### config.mk
export PLATFORM = sky130hd
export DESIGN_NAME = sa_ctrl
export DESIGN_NICKNAME = d
export VERILOG_FILES = /design/src/rtl/sa_ctrl_pkg.sv /design/src/rtl/phase_cnt.sv /design/src/rtl/sa_ctrl.sv
export SDC_FILE = /design/constraint.sdc
export NUM_CORES = 1
export LEC_CHECK = 0
export BUFFER_PORTS_ARGS = -buffer_cell sky130_fd_sc_hd__buf_4
export CAP_MARGIN = 20
export CORE_ASPECT_RATIO = 0.9
export CORE_UTILIZATION = 59
export CTS_BUF_LIST = sky130_fd_sc_hd__clkbuf_4 sky130_fd_sc_hd__clkbuf_8
export CTS_CLUSTER_DIAMETER = 30
export DETAILED_ROUTE_END_ITERATION = 12
export HOLD_SLACK_MARGIN = 0.08
export PLACE_DENSITY_LB_ADDON = 0.12
export SLEW_MARGIN = 5
export SYNTH_ARGS = -nofsm -noshare
export SYNTH_HDL_FRONTEND = slang
export SYNTH_SLANG_ARGS = --single-unit
### constraint.sdc
create_clock -name clk -period 2.4 [get_ports clk]
set_input_delay 0.6 -clock clk [delete_from_list [all_inputs] [get_ports clk]]
set_output_delay 0.6 -clock clk [all_outputs]
set_load 0.02 [all_outputs]
### src/rtl/sa_ctrl_pkg.sv
// Shared types and sizing helpers for the systolic-array phase sequencer.
// Used by sa_ctrl (optional weight reuse is selected with SA_CTRL_WREUSE_EN).
package sa_ctrl_pkg;

  typedef enum logic [2:0] {
    S_IDLE,
    S_CLR,
    S_WLOAD,
    S_STREAM,
    S_DRAIN,
    S_DONE,
    S_ABORT
  } sa_state_t;

  function automatic int sa_cnt_w(input int rows, input int cols, input int cwidth);
    int lw;
    lw = $clog2(rows + cols);
    return (cwidth > lw) ? cwidth : lw;
  endfunction

  // Pipeline depth that must be flushed after the last ifm vector enters.
  function automatic int sa_drain_len(input int rows, input int cols);
    return rows + cols - 2;
  endfunction

  function automatic bit sa_has_drain(input int rows, input int cols);
    return sa_drain_len(rows, cols) != 0;
  endfunction

endpackage

### src/rtl/phase_cnt.sv
// Loadable down-counter that times each sequencer phase; holds at zero.
// Async active-low reset to 0.
module phase_cnt #(
  parameter int W = 16
) (
  input  logic         clk,
  input  logic         rst_n,
  input  logic         load,
  input  logic [W-1:0] val,
  output logic         zero
);

  logic [W-1:0] cnt;

  always_ff @(posedge clk or negedge rst_n) begin
    if (!rst_n) begin
      cnt <= '0;
    end else if (load) begin
      cnt <= val;
    end else if (cnt != '0) begin
      cnt <= cnt - W'(1);
    end
  end

  assign zero = (cnt == '0);

endmodule

### src/rtl/sa_ctrl.sv
// Phase sequencer for the weight-stationary systolic array: CLR, WLOAD, STREAM, DRAIN, DONE.
// Define SA_CTRL_WREUSE_EN to add keep_w, which keeps resident weights and skips WLOAD.
module sa_ctrl
  import sa_ctrl_pkg::*;
#(
  parameter int ROWS   = 8,
  parameter int COLS   = 8,
  parameter int CWIDTH = 16
) (
  input  logic              clk,
  input  logic              rst_n,
  input  logic              start,
  input  logic              abort,
  input  logic [CWIDTH-1:0] k_len,
`ifdef SA_CTRL_WREUSE_EN
  input  logic              keep_w,
`endif
  output logic              busy,
  output logic              done,
  output logic              en_i,
  output logic              clr_i,
  output logic              en_w,
  output logic              clr_w,
  output logic              en_o,
  output logic              clr_o,
  output logic              wght_rd,
  output logic              ifm_rd
);

  localparam int CNT_W     = sa_cnt_w(ROWS, COLS, CWIDTH);
  localparam int DRAIN_LEN = sa_drain_len(ROWS, COLS);
  localparam bit HAS_DRAIN = sa_has_drain(ROWS, COLS);
  localparam logic [CNT_W-1:0] WLOAD_LAST = CNT_W'(ROWS - 1);
  localparam logic [CNT_W-1:0] DRAIN_LAST = HAS_DRAIN ? CNT_W'(DRAIN_LEN - 1) : '0;

  sa_state_t         state;
  sa_state_t         state_nxt;
  logic [CWIDTH-1:0] k_len_q;
  logic [CNT_W-1:0]  k_last;
  logic              cnt_load;
  logic [CNT_W-1:0]  cnt_val;
  logic              cnt_zero;
  logic              skip_w;
  logic              accept;

  // A start only counts when it is not overridden by a simultaneous abort.
  assign accept = (state == S_IDLE) && start && !abort;
  assign k_last = CNT_W'(k_len_q) - CNT_W'(1);

`ifdef SA_CTRL_WREUSE_EN
  logic keep_q;

  always_ff @(posedge clk or negedge rst_n) begin
    if (!rst_n) begin
      keep_q <= 1'b0;
    end else if (accept) begin
      keep_q <= keep_w;
    end
  end

  assign skip_w = keep_q;
`else
  assign skip_w = 1'b0;
`endif

  always_ff @(posedge clk or negedge rst_n) begin
    if (!rst_n) begin
      state   <= S_IDLE;
      k_len_q <= '0;
    end else begin
      state <= state_nxt;
      if (accept) begin
        k_len_q <= k_len;
      end
    end
  end

  phase_cnt #(
    .W(CNT_W)
  ) u_cnt (
    .clk  (clk),
    .rst_n(rst_n),
    .load (cnt_load),
    .val  (cnt_val),
    .zero (cnt_zero)
  );

  // The counter is loaded with length-1 only on the edge that enters a timed phase.
  always_comb begin
    state_nxt = state;
    cnt_load  = 1'b0;
    cnt_val   = '0;
    if (abort && state != S_IDLE && state != S_ABORT) begin
      state_nxt = S_ABORT;
    end else begin
      case (state)
        S_IDLE: begin
          if (accept) begin
            state_nxt = S_CLR;
          end
        end
        S_CLR: begin
          if (k_len_q == '0) begin
            state_nxt = S_DONE;
          end else if (skip_w) begin
            state_nxt = S_STREAM;
            cnt_load  = 1'b1;
            cnt_val   = k_last;
          end else begin
            state_nxt = S_WLOAD;
            cnt_load  = 1'b1;
            cnt_val   = WLOAD_LAST;
          end
        end
        S_WLOAD: begin
          if (cnt_zero) begin
            state_nxt = S_STREAM;
            cnt_load  = 1'b1;
            cnt_val   = k_last;
          end
        end
        S_STREAM: begin
          if (cnt_zero) begin
            if (HAS_DRAIN) begin
              state_nxt = S_DRAIN;
              cnt_load  = 1'b1;
              cnt_val   = DRAIN_LAST;
            end else begin
              state_nxt = S_DONE;
            end
          end
        end
        S_DRAIN: begin
          if (cnt_zero) begin
            state_nxt = S_DONE;
          end
        end
        S_DONE:  state_nxt = S_IDLE;
        S_ABORT: state_nxt = S_IDLE;
        default: state_nxt = S_IDLE;
      endcase
    end
  end

  always_comb begin
    busy    = (state != S_IDLE);
    done    = 1'b0;
    en_i    = 1'b0;
    clr_i   = 1'b0;
    en_w    = 1'b0;
    clr_w   = 1'b0;
    en_o    = 1'b0;
    clr_o   = 1'b0;
    wght_rd = 1'b0;
    ifm_rd  = 1'b0;
    case (state)
      S_CLR: begin
        clr_i = 1'b1;
        clr_w = !skip_w;
        clr_o = 1'b1;
      end
      S_ABORT: begin
        clr_i = 1'b1;
        clr_w = 1'b1;
        clr_o = 1'b1;
      end
      S_WLOAD: begin
        en_w    = 1'b1;
        wght_rd = 1'b1;
      end
      S_STREAM: begin
        en_i   = 1'b1;
        en_o   = 1'b1;
        ifm_rd = 1'b1;
      end
      S_DRAIN: begin
        en_i = 1'b1;
        en_o = 1'b1;
      end
      S_DONE: done = 1'b1;
      default: ;
    endcase
  end

endmodule

Word level (Yosys, flattened, before mapping)
Index checks and enable logic that the tools add are counted.

storage, ports and cells
  register bits after elaboration = 35
  input bits = 20

cells by class
  add/sub/neg operators = 2
  eq/ne operators = 11
  muxes and demuxes = 23
  reductions and logical operators = 15

operator list
  kind                   number
  $mux 16                4
  $pmux 16 s3            1
  $logic_not 16->1       2
  $sub 16x1->16 const B  2
  $mux 3                 7
  $reduce_bool 16->1     1
  $pmux 3 s5             1
  $ne 3x3->1 const B     4
  $eq 3x3->1 const B     3
  $mux 1                 8
  $eq 3x2->1 const B     2
  $reduce_or 2->1        3
  $logic_and 1x1->1      4
  $mux 4                 1
  $reduce_and 4->1       1
  $eq 3x1->1 const B     1
  $logic_not 3->1        1
  $ne 3x2->1 const B     1
  $reduce_bool 3->1      1
  $pmux 1 s2             1
  $reduce_bool 2->1      1
  $logic_not 1->1        1

Longest topological paths before layout
Gate-level depths: netlist (run 1).

  word-level depth = 6
  mapped depth = 10
  mapped depth without buffers = 8

Cells and area by module
Synthesis (run 1) repeated with hierarchy kept, for this count alone.

unflattened totals
  cells, all modules = 247
  area, all modules = 2382.3 um^2

modules (own cells, without submodules)
  module     instances  cells an instance  area an instance (um^2)  seq. area each (um^2)
  sa_ctrl    1          143                1376.3                   475.5
  phase_cnt  1          104                1006.0                   400.4

Worst setup path before layout (run 1)
No wires, ideal clock.

  path kind = register to register
  start point = register u_cnt.cnt[8]
  end point = register u_cnt.cnt[6]
  setup time = 0.121 ns
  data arrival time = 1.931 ns
  required time = 2.279 ns
  slack = 0.348 ns
  cell stages (with the launch flop) = 9
  buffers on the path = 2
  clock period less this slack = 2.052 ns
  cell sequence = dfrtp_1 -> or4_4 -> and4b_1 -> and2_1 -> o21a_1 -> buf_6 -> buf_6 -> mux2i_1 -> nor2_1

between the ends
  word-level cells in the longest chain between the ends = 5

ends and longest elaborated chain
  what                                                 RTL line                        RTL
  start: declaration                                   phase_cnt.sv:13                 logic [W-1:0] cnt;
  start signal: assignment                             phase_cnt.sv:19                 cnt <= val;
  start signal: assignment                             phase_cnt.sv:21                 cnt <= cnt - W'(1);
  $logic_not 16->1                                     phase_cnt.sv:25                 assign zero = (cnt == '0);
  $mux 16 / $mux 1 (equally long branches)             sa_ctrl.sv:116, sa_ctrl.sv:123
  $pmux 16 s3 / $pmux 1 s2 (equally long branches)     sa_ctrl.sv:96                   case (state)
  $mux 16 / $mux 1 (equally long branches)             sa_ctrl.sv:93                   if (abort && state != S_IDLE && state != S_ABORT) begin
  $mux 16 / $reduce_bool 2->1 (equally long branches)  -

Parallel ways exist; a longest one is shown, timed or not.
A chain may end at the register's enable or synchronous reset.

Worst setup path after layout (run 1)
  start point = register state[0]
  end point = output clr_o

between the ends
  word-level cells in the longest chain between the ends = 3

ends and longest elaborated chain
  what                                             RTL line        RTL
  start: declaration                               sa_ctrl.sv:36   sa_state_t state;
  start signal: assignment                         sa_ctrl.sv:71   state <= state_nxt;
  $eq 3x3->1 / $eq 3x1->1 (equally long branches)  sa_ctrl.sv:156  case (state)
  $reduce_or 2->1 (no source line) *               -
  $mux 1 *                                         sa_ctrl.sv:156
  end: declaration                                 sa_ctrl.sv:25   output logic clr_o,

Mark *: on every way between the ends. The rest lies on a longest branch, timed or not.

==> impl_results.md, run 1 <==
* Routability cong. at 0.875
* HP Class: in2async
* Fillers at 262
* Clock transition at path regs at 0.07 ns
* Fin crit period at 2.24 ns
* Hold Worst Slack at 0.248 ns
* Synth Area in XOR/XNOR at 9.98%
* CTS tree: built
* Kind of critical path: reg2out
* Later-pin clock latency in the skew report at 0.29 ns
* Initial antenna violation count at 0
* Number of post-CTS setup repair buffers at 0
* Area Overhead vs Synth at 17.9%
* Crit-path max FO at 17
* Total CTS buffers at 5
* Max-Cap Viols at 0
* Die width at 66.3 um
* Final Cycle Share at 93.5%
* Clock buffer depth at 2
* Synth Area in Compound Gates at 11.3%
* Final Hold Viols at 0
* Slew Viols, Final at 0
* DR vias at 1761
* Highest metal used: met4
* Fmax at 446 MHz
* R2R depth at 7
* Post-Synthesis Net Count at 253
* Multiplexer area fraction after synthesis at 9.12%
* DPL Wire Length at 3440 um
* Post-route ant nets at 0
* Crit path DAT at 1.64 ns
* CTS resizes at 0
* Post-Synth Adder-Cell Area at 2.28%
* Slew margin rel. at 66.0%
* CP Launch Type: flip-flop
* YS warnings at 0
* Pin count of the biggest net entering global routing at 36
* Final setup viols at 0
* Met2 WL at 2160 um
* RSZ-0062 raised after global routing: no
* Router iterations before antenna repair at 4
* First-pass GRT wire length at 7770 um
* CP required at 1.80 ns
* FFs w/ async S/R, synth at 100%
* Clock sink count at 35
* H-tree depth at 2
* Io pins at 30
* Worst vdd ir at 932 uV
* Post-synth EDFFs at 0
* FP Rows at 20
* Starting Density at 63.6%
* Worst Tran Pin Value at 0.506 ns
* Post-synthesis sequential area ratio at 39.9%
* Routed len/inst at 15.2 um
* Post-synthesis simple-gate area fraction at 22.7%
* Most frequent cells in the layout: buf_4, dfrtp_1, nor2_1, mux2_2
* Largest family of logic cells by synthesized area: simple AND/OR/NAND/NOR gates
* Initial DRC Count at 134
* Antenna diode count at 0
* Commonest non-fill, non-tap cell in the layout: buf_4
* Ys flop type: dfrtp_1
* WL met3 at 165 um
* Clock skew at 0.00736 ns
* Nets at 286
* Cts hold-fix bufs at 0
* Die area at 3970 um^2
* GR Util All Layers at 26.8%
* Layout cells sized above 1 at 25.1%
* Leakage at 1.12 nW
* Vias in the first global route at 1674
* Core box area at 3450 um^2
* Mapped cell area at 2190 um^2
* Total congestion overflow at 0
* Yosys cell types at 47
* Status: complete, no violations
* # DRC at 0
* CP endpoint kind: output port
* Power Density at 1240 nW/um^2
* Met1 Routed Length at 2280 um
* FF+latch count, synth at 35
* Die Ht at 59.9 um
* Synth Instances at 229
* Root buf cell: clkbuf_8
* Setup TNS at 0 ns
* Number of vias per cell at 5.74
* WL final at 4680 um
* I/O Buffers at 29
* Syn Area/Cell at 9.58 um^2
==> stage by stage <==
stage / utilization [%] / cells / cell area (um^2) / power (mW) / worst slack, ns
after floorplan: - / 229 / 2190 / 2.25 / 0.348
after global placement: 71.5 / 299 / 2470 / 2.60 / 0.262
after detailed placement: 71.5 / 299 / 2470 / 2.65 / 0.240
after CTS: 74.9 / 307 / 2590 / 3.21 / 0.154
after global routing: 74.9 / 307 / 2590 / 3.42 / 0.0323
final: 74.9 / 307 / 2590 / 3.20 / 0.157
==> cell families after synthesis <==
kind of cell	after synthesis
and+or+nand+nor	93
AOI/OAI and AO/OA	35
DFF	35
xor gates and xnor gates	25
buffers and inverters	19
muxes	18
adders and majority gates	4
==> flip-flops by register name (all words and copies together), names as in the netlist <==
signal,cells
state,3
k_len_q,16
u_cnt.cnt,16
==> area by class of cell <==
cell class | count | area (um^2) | share of cell area [%]
Clock buffer | 6 | 82.6 | 3.19
Clock inverter | 2 | 35.0 | 1.35
Inverter | 7 | 26.3 | 1.02
Multi-Input combinational cell | 175 | 1210 | 47.0
Sequential cell | 35 | 876 | 33.8
Tap cell | 44 | 55.1 | 2.13
Timing Repair Buffer | 38 | 298 | 11.5
==> Yosys cell counts, types with 2 or more instances <==
cell	number	area (um^2)
a21o_1	2	15.0
a21oi_1	6	30.0
a2bb2oi_1	4	35.0
and2_1	3	18.8
buf_2	2	10.0
buf_4	4	30.0
buf_6	2	22.5
clkbuf_1	4	15.0
dfrtp_1	35	876
ha_1	4	50.1
inv_1	7	26.3
mux2_2	16	180
mux2i_1	2	20.0
nand2_1	14	52.6
nand2b_1	3	18.8
nand3_1	8	40.0
nand4_1	3	18.8
nor2_1	28	105
nor2b_1	5	31.3
nor3_1	6	30.0
nor4_1	6	37.5
o21a_1	2	15.0
o21ai_0	6	30.0
o22a_1	4	35.0
o31ai_1	3	22.5
or3_1	3	18.8
or4_1	3	22.5
or4_4	2	22.5
xnor2_1	14	123
xor2_1	11	96.3
==> worst paths after layout <==
kind | from | endpoint | slack, ns
max | state[0] | clr_o | 0.16
min | rst_n | state[1] | 0.25
max reg2reg | k_len_q[4] | u_cnt.cnt[5] | 0.17
min reg2reg | k_len_q[15] | k_len_q[15] | 0.56
max in group asynchronous | rst_n | k_len_q[4] | 1.83
min in group clk | k_len[10] | k_len_q[10] | 0.53
==> critical path, cell delays in order, from the launching register on <==
cell and delay [ns]:
dfrtp_1 0.63, nor2b_1 0.23, inv_1 0.08, mux2i_1 0.22
buf_4 0.19
==> power by group <==
| group | internal (mW) | total, mW | switching (mW) |
|---|---|---|---|
| sequential | 0.874 | 1.28 | 0.403 |
| clock | 0.336 | 0.548 | 0.212 |
| combinational | 0.713 | 1.38 | 0.663 |
==> per-layer routing <==
| metal | GRT usage (%) | vias to the layer above |
|---|---|---|
| met2 | 41.8 | 39 |
| met5 | 0 | - |
| li1 | - | 871 |
| met3 | 5.15 | 8 |
| met4 | 9.12 | 0 |
| met1 | 37.6 | 843 |
No activity file was read; power rests on OpenSTA's default activity.
==> run 2: changes to the inputs <==
Settings changed: CELL_PAD_IN_SITES_DETAIL_PLACEMENT set to 1, CELL_PAD_IN_SITES_GLOBAL_PLACEMENT set to 2, CORE_UTILIZATION 59 to 37.
==> impl_results.md, run 2 (same netlist as run 1, synthesis figures left out) <==
* CTS tree: built
* Clock sink count at 35 (unchanged)
* Die width at 83.2 um (+25%)
* Total congestion overflow at 0 (unchanged)
* Fin util at 45.8% (-29 points)
* Clock power share at 12.9% (-4.2 points)
* Crit-path max FO at 13 (-4)
* Number of post-CTS setup repair buffers at 0 (unchanged)
* CTS resizes at 0 (unchanged)
* Commonest non-fill, non-tap cell in the layout: buf_4
* Layout cells sized above 1 at 25.7% (+0.57 points)
* RSZ-0062 raised after global routing: no
* Die area at 6240 um^2 (+57%)
* Slew Viols, Final at 0 (unchanged)
* GR Util All Layers at 18.1% (-8.7 points)
* Power Density at 1200 nW/um^2 (-3.3%)
* Most frequent cells in the layout: buf_4, dfrtp_1, nor2_1, mux2_2
* Setup TNS at 0 ns (unchanged)
* Kind of critical path: reg2out
* Fmax at 441 MHz (-0.99%)
* Crit path DAT at 1.67 ns (+0.03 ns)
* Final setup viols at 0 (unchanged)
* Placed cells at 329 (+10%)
* CP required at 1.80 ns (about the same)
* P_int at 1.81 mW (-5.9%)
* Starting Density at 38.5% (-25 points)
* Vias in the first global route at 1780 (+6.3%)
* DPL Wire Length at 4110 um (+20%)
* Later-pin clock latency in the skew report at 0.28 ns (about the same)
* Critical path's largest stage delay at 0.58 ns (-0.05 ns)
* I/O Buffers at 29 (unchanged)
* Post-route ant nets at 0 (unchanged)
* Root buf cell: clkbuf_8
* Number of vias per cell at 5.23 (-8.8%)
* Biggest regs: k_len_q (16), u_cnt.cnt (16), state (3)
* Final Hold Viols at 0 (unchanged)
* Area Overhead vs Synth at 18.9%
* Initial antenna violation count at 0 (unchanged)
* Io pins at 30 (unchanged)
* Sum of buffers and inverters on the critical path at 1 (-1)
* Most common cell on crit path: nor2b_1
* Leakage at 1.12 nW (about the same)
* Non-filler cells, final at 335 (+9.1%)
* HP Class: in2async
* FP Rows at 26 (+30%)
* Antenna diode count at 0 (unchanged)
* Core box area at 5690 um^2 (+65%)
* Cts hold-fix bufs at 0 (unchanged)
* Final Cycle Share at 94.4% (+0.93 points)
* Router iterations before antenna repair at 4 (unchanged)
* Cell Chain, Critical Path: nor2b_1 > nor2b_1 > buf_4
* Die Ht at 75.1 um (+25%)
* Status: complete, no violations
* Switch Pwr at 1.31 mW (+2.6%)
* H-tree depth at 2 (unchanged)
* CP endpoint kind: output port
* Clock transition at path regs at 0.07 ns (about the same)
* Slew margin rel. at 62.6% (-3.4 points)
* Pin count of the biggest net entering global routing at 36 (unchanged)
* Total CTS buffers at 5 (unchanged)
* Clock buffer depth at 2 (unchanged)
* CP Launch Type: flip-flop
* Nets at 290 (+1.4%)
* Fin crit period at 2.27 ns (+0.0223 ns)
* Post-route cell area at 2610 um^2 (+0.82%)
* Clock skew at 0.00249 ns (-0.00487 ns)
* Logic pwr share at 46.8% (+3.8 points)
* Worst Tran Pin Value at 0.557 ns (+0.0509 ns)
* Routed len/inst at 16.1 um (+5.4%)
* WL final at 5380 um (+15%)
* Switching share of power at 42.0% (+2.1 points)
* Routability cong. at 0.716 (-18%)
* DR vias at 1753 (-0.45%)
* Initial DRC Count at 49 (-63%)
* # DRC at 0 (unchanged)
* Power share of the sequential group at 40.2% (+0.3 points)
* Crit path max-delay family: simple AND/OR/NAND/NOR gates
* Slowest-stage cell, CP: dfrtp_1
* First-pass GRT wire length at 8740 um (+12%)
* Worst vdd ir at 572 uV (-39%)
* Max-Cap Viols at 0 (unchanged)
* Area after DPL at 2530 um^2 (+2.5%)
run 2: metal layers:
metal	track usage, %	wire length (um)
met2	30.6	2490
met1	24.5	2740
met5	0	0
met3	3.29	121
met4	4.60	37
run 2: area by class of cell:
class / instances / area [um^2]
clock buffer: 6 / 76.3
fill: 659 / 3080
inverter: 7 / 26.3
multi-input combinational: 175 / 1210
sequential: 35 / 876
tap: 70 / 87.6
timing repair buffer: 42 / 328
run 2: path summary, 6_finish.rpt:
path | start | to | slack, ns | cells after the start
min | rst_n | u_cnt.cnt[14] | 0.26 | 1
max reg2reg | u_cnt.cnt[8] | u_cnt.cnt[12] | 0.20 | 8
max | state[1] | en_w | 0.13 | 3
min in group clk | k_len[15] | k_len_q[15] | 0.55 | 2
max in group asynchronous | rst_n | state[1] | 1.79 | 1
min reg2reg | u_cnt.cnt[1] | u_cnt.cnt[1] | 0.57 | 2
run 2: stage by stage:
stage / worst slack (ns) / hold WS [ns] / total power [mW]
floorplan: 0.348 / 0.304 / 2.25
global placement: 0.212 / 0.547 / 2.71
detailed placement: 0.209 / 0.556 / 2.74
CTS: 0.142 / 0.285 / 3.16
global route: 0.0379 / 0.299 / 3.36
finish: 0.134 / 0.263 / 3.12
run 2: worst register-to-register path, cell delays in order, from the launching register on:
cell,delay [ns]
dfrtp_1,0.42
or4_4,0.57
and4b_1,0.34
buf_4,0.19
nand2_1,0.08
nor2_1,0.22
buf_4,0.17
a2bb2oi_1,0.06
nor2_1,0.09
run 2: power groups by stage:
stage / logic, mW / registers (mW) / clock network [mW]
after floorplan: 1.11 / 1.14 / 0
after global placement: 1.46 / 1.25 / 0
after detailed placement: 1.47 / 1.27 / 0
after CTS: 1.48 / 1.26 / 0.417
after global routing: 1.62 / 1.31 / 0.437
final: 1.46 / 1.26 / 0.404
